--- src/rtl/pseudo_random_pkg.sv ---
// Shared constants for the pseudo-random generators: maximal-length tap masks and default seed.
package pseudo_random_pkg;

  localparam int unsigned MIN_WIDTH    = 3;
  localparam int unsigned MAX_WIDTH    = 16;
  localparam int unsigned DEFAULT_SEED = 1;

  // Bit i set means state[i] feeds the XOR; TAPS_3 reproduces the legacy 3-bit generator.
  localparam logic [2:0]  TAPS_3  = 3'b101;
  localparam logic [3:0]  TAPS_4  = 4'hC;
  localparam logic [4:0]  TAPS_5  = 5'h14;
  localparam logic [5:0]  TAPS_6  = 6'h30;
  localparam logic [6:0]  TAPS_7  = 7'h60;
  localparam logic [7:0]  TAPS_8  = 8'hB8;
  localparam logic [8:0]  TAPS_9  = 9'h110;
  localparam logic [9:0]  TAPS_10 = 10'h240;
  localparam logic [10:0] TAPS_11 = 11'h500;
  localparam logic [11:0] TAPS_12 = 12'h829;
  localparam logic [12:0] TAPS_13 = 13'h100D;
  localparam logic [13:0] TAPS_14 = 14'h2015;
  localparam logic [14:0] TAPS_15 = 15'h6000;
  localparam logic [15:0] TAPS_16 = 16'hD008;

  // Maximal-length mask for a given width, zero-extended to MAX_WIDTH; 0 for unsupported widths.
  function automatic logic [MAX_WIDTH-1:0] max_taps(input int unsigned width);
    case (width)
      3:       return MAX_WIDTH'(TAPS_3);
      4:       return MAX_WIDTH'(TAPS_4);
      5:       return MAX_WIDTH'(TAPS_5);
      6:       return MAX_WIDTH'(TAPS_6);
      7:       return MAX_WIDTH'(TAPS_7);
      8:       return MAX_WIDTH'(TAPS_8);
      9:       return MAX_WIDTH'(TAPS_9);
      10:      return MAX_WIDTH'(TAPS_10);
      11:      return MAX_WIDTH'(TAPS_11);
      12:      return MAX_WIDTH'(TAPS_12);
      13:      return MAX_WIDTH'(TAPS_13);
      14:      return MAX_WIDTH'(TAPS_14);
      15:      return MAX_WIDTH'(TAPS_15);
      16:      return TAPS_16;
      default: return '0;
    endcase
  endfunction

endpackage

--- src/rtl/lfsr_step.sv ---
// One Fibonacci LFSR step: shift toward the MSB, XOR of tapped bits enters bit 0.
module lfsr_step
  import pseudo_random_pkg::*;
#(
  parameter int unsigned      WIDTH = 8,
  parameter logic [WIDTH-1:0] TAPS  = WIDTH'(TAPS_8)
) (
  input  logic [WIDTH-1:0] state,
  output logic [WIDTH-1:0] next_state_c
);

  assign next_state_c = {state[WIDTH-2:0], ^(state & TAPS)};

endmodule

--- src/rtl/lfsr_prng.sv ---
// LFSR random-word source with valid/ready output, runtime seed load, zero-seed
// lockup protection and measurement of the period relative to the active seed.
module lfsr_prng
  import pseudo_random_pkg::*;
#(
  parameter int unsigned      WIDTH = 8,
  parameter logic [WIDTH-1:0] TAPS  = WIDTH'(TAPS_8),
  parameter logic [WIDTH-1:0] SEED  = WIDTH'(DEFAULT_SEED)
) (
  input  logic             clk_pseudo_random,
  input  logic             reset_pseudo_random,
  input  logic             en,
  input  logic             load,
  input  logic [WIDTH-1:0] seed_in,
  output logic [WIDTH-1:0] rnd_data,
  output logic             rnd_valid,
  input  logic             rnd_ready,
  output logic             lockup_fix,
  output logic             period_wrap,
  output logic [WIDTH-1:0] period_len
);

  logic [WIDTH-1:0] state_q, state_d;
  logic [WIDTH-1:0] active_seed_q, active_seed_d;
  logic [WIDTH-1:0] count_q, count_d;
  logic [WIDTH-1:0] period_len_d;
  logic             rnd_valid_d, lockup_fix_d, period_wrap_d;
  logic [WIDTH-1:0] step_c;
  logic             fire_c;

  lfsr_step #(
    .WIDTH (WIDTH),
    .TAPS  (TAPS)
  ) u_step (
    .state        (state_q),
    .next_state_c (step_c)
  );

  assign fire_c   = rnd_valid & rnd_ready;
  assign rnd_data = state_q;

  // Next-state: load beats fire, fire beats the initial offer.
  always_comb begin
    state_d       = state_q;
    active_seed_d = active_seed_q;
    count_d       = count_q;
    period_len_d  = period_len;
    rnd_valid_d   = rnd_valid;
    lockup_fix_d  = 1'b0;
    period_wrap_d = 1'b0;

    if (load) begin
      // A zero seed would lock the register at zero forever, so fall back to SEED.
      if (seed_in == '0) begin
        state_d       = SEED;
        active_seed_d = SEED;
        lockup_fix_d  = 1'b1;
      end else begin
        state_d       = seed_in;
        active_seed_d = seed_in;
      end
      rnd_valid_d  = 1'b0;
      count_d      = '0;
      period_len_d = '0;
    end else if (fire_c) begin
      state_d     = step_c;
      rnd_valid_d = en;
      if (step_c == active_seed_q) begin
        period_wrap_d = 1'b1;
        period_len_d  = count_q + WIDTH'(1);
        count_d       = '0;
      end else begin
        count_d = count_q + WIDTH'(1);
      end
    end else if (!rnd_valid && en) begin
      rnd_valid_d = 1'b1;
    end
  end

  always_ff @(posedge clk_pseudo_random or negedge reset_pseudo_random) begin
    if (!reset_pseudo_random) begin
      state_q       <= SEED;
      active_seed_q <= SEED;
      count_q       <= '0;
      period_len    <= '0;
      rnd_valid     <= 1'b0;
      lockup_fix    <= 1'b0;
      period_wrap   <= 1'b0;
    end else begin
      state_q       <= state_d;
      active_seed_q <= active_seed_d;
      count_q       <= count_d;
      period_len    <= period_len_d;
      rnd_valid     <= rnd_valid_d;
      lockup_fix    <= lockup_fix_d;
      period_wrap   <= period_wrap_d;
    end
  end

endmodule

--- config.mk ---
export PLATFORM = sky130hd
export DESIGN_NAME = lfsr_prng
export DESIGN_NICKNAME = d
export VERILOG_FILES = /design/src/rtl/pseudo_random_pkg.sv /design/src/rtl/lfsr_step.sv /design/src/rtl/lfsr_prng.sv
export SDC_FILE = /design/constraint.sdc
export NUM_CORES = 1
export LEC_CHECK = 0
export CORE_MARGIN = 10
export CORE_UTILIZATION = 51
export CTS_BUF_LIST = sky130_fd_sc_hd__clkbuf_8
export DETAILED_ROUTE_END_ITERATION = 8
export GPL_ROUTABILITY_DRIVEN = 1
export PLACE_DENSITY_LB_ADDON = 0.25
export SLEW_MARGIN = 15
export SYNTH_ARGS = -nofsm -noshare
export SYNTH_HDL_FRONTEND = slang
export SYNTH_SLANG_ARGS = --single-unit
--- constraint.sdc ---
create_clock -name clk_pseudo_random -period 2.4 [get_ports clk_pseudo_random]
set_input_delay 0.48 -clock clk_pseudo_random [delete_from_list [all_inputs] [get_ports clk_pseudo_random]]
set_output_delay 0.48 -clock clk_pseudo_random [all_outputs]
set_load 0.1 [all_outputs]
==> metrics.txt <==
final antenna-violating net count=0; total wire length=4.041 mm; 1st-iter DRT viols=approximately 180; initial antenna violation count=0; post-synthesis cell type count=39; final setup skew=9.121 ps; nets=222; synthesized cell area=1778 sq um; core area=3363 sq um; Area growth, synth to finish=23.50%; die area=6248 sq um; Avg Vias per Cell=5.486; TNS Setup=0 ps; critical path fanouts, max=9; grt peak-use layer=met2; H-tree depth=2; power per cell area=634.3 nW/um^2; Fill cells=301; Avg Synthesized Cell Area=approximately 10 sq um; CP max stage delay=460 ps; clk buf depth=2; dpl cells=247; Die H=79.05 um; commonest non-fill, non-tap cell in the layout=dfrtp_1; DR vias=about 1400; total power=1.393 mW; Antenna Cells=0; Worst Tran Pin Value=514.1 ps; Critical Path End Type=flip-flop; post-synthesis net count=184; critical path arrival=2130 ps; CP max stage cell=dfrtp_1; routed len/inst=15.85 um; Final Max Tran Viols=0; Overall Global Routing Usage=0.1374; CTS tree=yes; Max Freq=approximately 520 MHz; CTS clk-pin slew, worst paths=about 70 ps; met3 usage=0.05405; most frequent cells in the layout=dfrtp_1 (33), buf_4 (26), o21ai_0 (18), nand2_1 (16); I/O pins=32; Root Driver=clkbuf_8; Yosys warnings=0; sequential-to-total area share from yosys stat=0.4940; first-pass GRT wire length=6.900 mm; Critical Path Start Type=flip-flop; grt met1 use=0.1690; Synth Register Bits=35; CP required=2610 ps; DIE WIDTH=79.05 um; # DRC=0; First-pass DRT Iterations=4; utilization after layout=0.6529; ys async rst share=1.000; Num CTS Buffers=5; # resized after CTS=0; fin crit share=0.8019; row cnt=21; outcome=finished, final reports clean; leakage power=0.9792 nW; Max-Cap Viols=0; vias in the first global route=around 1500; Slew HR=0.6554; r2r setup slk=about 480 ps; final hold viol count=0; Main synth FF type=dfrtp_1; hold_buf cts=0; type of the worst setup path=reg -> reg; Setup-failing EPs final=0; gpl congestion=a little under 0.9; I/O Buffers=31; post-detail-place hpwl=slightly below 3 mm; grt met2 use=0.2121; VDD IR max=0.5174 mV; Cells after Synth=170; Overflow after GRT=0; non-filler cells, final=255; critical path, cell by cell=xnor2_2 -> xnor3_2 -> and4_1 -> buf_4 -> a211oi_2; Post-synth EDFFs=0; worst hold path type=reg -> reg; layout cells sized above 1=0.2105; RSZ-0062 raised after global routing=false; clk sinks=35; Final Critical Period=1925 ps; starting density of the core=0.5286; largest net degree at the start of global routing=39; Clock Latency Late Sink=300 ps; # Post-CTS Setup Buffers=0
## final cells by class
class | count | area [sq um] | area share
Timing Repair Buffer | 38 | 315.3 | 0.1436
Clock inverter | 3 | 11.26 | 0.005128
Sequential cell | 35 | 878.3 | 0.4000
Tap cell | 46 | 57.56 | 0.02621
Clock buffer | 5 | 68.82 | 0.03134
Inverter | 10 | 37.54 | 0.01709
Multi-Input combinational cell | 118 | 827.0 | 0.3766
## state kept, by name (all words and copies together) (netlist names)
| name | count |
|---|---|
| lockup_fix | 1 |
| rnd_data | 8 |
| count_q | 8 |
| rnd_valid | 1 |
| period_len | 8 |
| active_seed_q | 8 |
| period_wrap | 1 |
## worst paths after layout
kind / cells past startpoint / from / endpoint
worst max-delay path: 5 / rnd_data[3] / period_len[5]
worst min-delay path: 2 / active_seed_q[7] / active_seed_q[7]
worst max register to register: 5 / rnd_data[3] / period_len[5]
worst min register to register: 2 / active_seed_q[7] / active_seed_q[7]
max in group asynchronous: 2 / reset_pseudo_random / rnd_data[0]
min in group asynchronous: 2 / reset_pseudo_random / count_q[3]
## metrics by stage
stage / hold WS, ps / setup WS (ps) / area [sq um]
3_5_place_dp: 532.8 / 189.4 / 2116
2_1_floorplan: 184.4 / 86.34 / 1778
5_1_grt: 570.4 / 348.4 / 2196
4_1_cts: 545.3 / 459.2 / 2196
3_3_place_gp: 523.1 / 235.1 / 2116
6_report: 537.8 / 475.3 / 2196
## power by group
part,switching (mW),internal [mW],leakage [nW]
registers,0.0324,0.622,0.455
logic,0.234,0.105,0.472
clock network,0.207,0.193,0.0519
## kinds of logic (layout without fill, tap and decap cells)
| kind of cell | after synthesis | after routing | share of synthesized area |
|---|---|---|---|
| compound gates | 36 | 36 | 0.1415 |
| xor+xnor | 19 | 19 | 0.1063 |
| fa+ha+maj | 1 | 1 | 0.007036 |
| buf+inv | 17 | 56 | 0.04081 |
| flops | 35 | 35 | 0.4940 |
| mux | 10 | 10 | 0.05700 |
| simple gates | 52 | 52 | 0.1534 |
## per-layer routing
metal | share of wire | up-vias
met1 | 0.43 | 674
met5 | 0 | -
met2 | 0.49 | 43
li1 | - | 678
met4 | 0.0079 | 0
met3 | 0.066 | 4
## worst max-delay path, delay by kind of cell (launching register included)
kind	cells	cell delay, ps
xor+xnor	2	700
flops	1	460
compound gates	1	190
buf+inv	1	190
simple gates	1	290
## cells in the mapped netlist, drive strengths merged, types with 3 or more instances
cell type,count,share of area
mux2i,9,0.051
dfrtp,33,0.46
a41oi,5,0.025
nor2b,3,0.011
nand3,6,0.017
nor2,8,0.017
clkbuf,4,0.0084
o21ai,18,0.051
nand2,16,0.034
xor2,9,0.044
buf,3,0.011
inv,9,0.019
nor3,8,0.025
a211oi,5,0.035
xnor2,9,0.049
(Power assumes the default switching activity.)
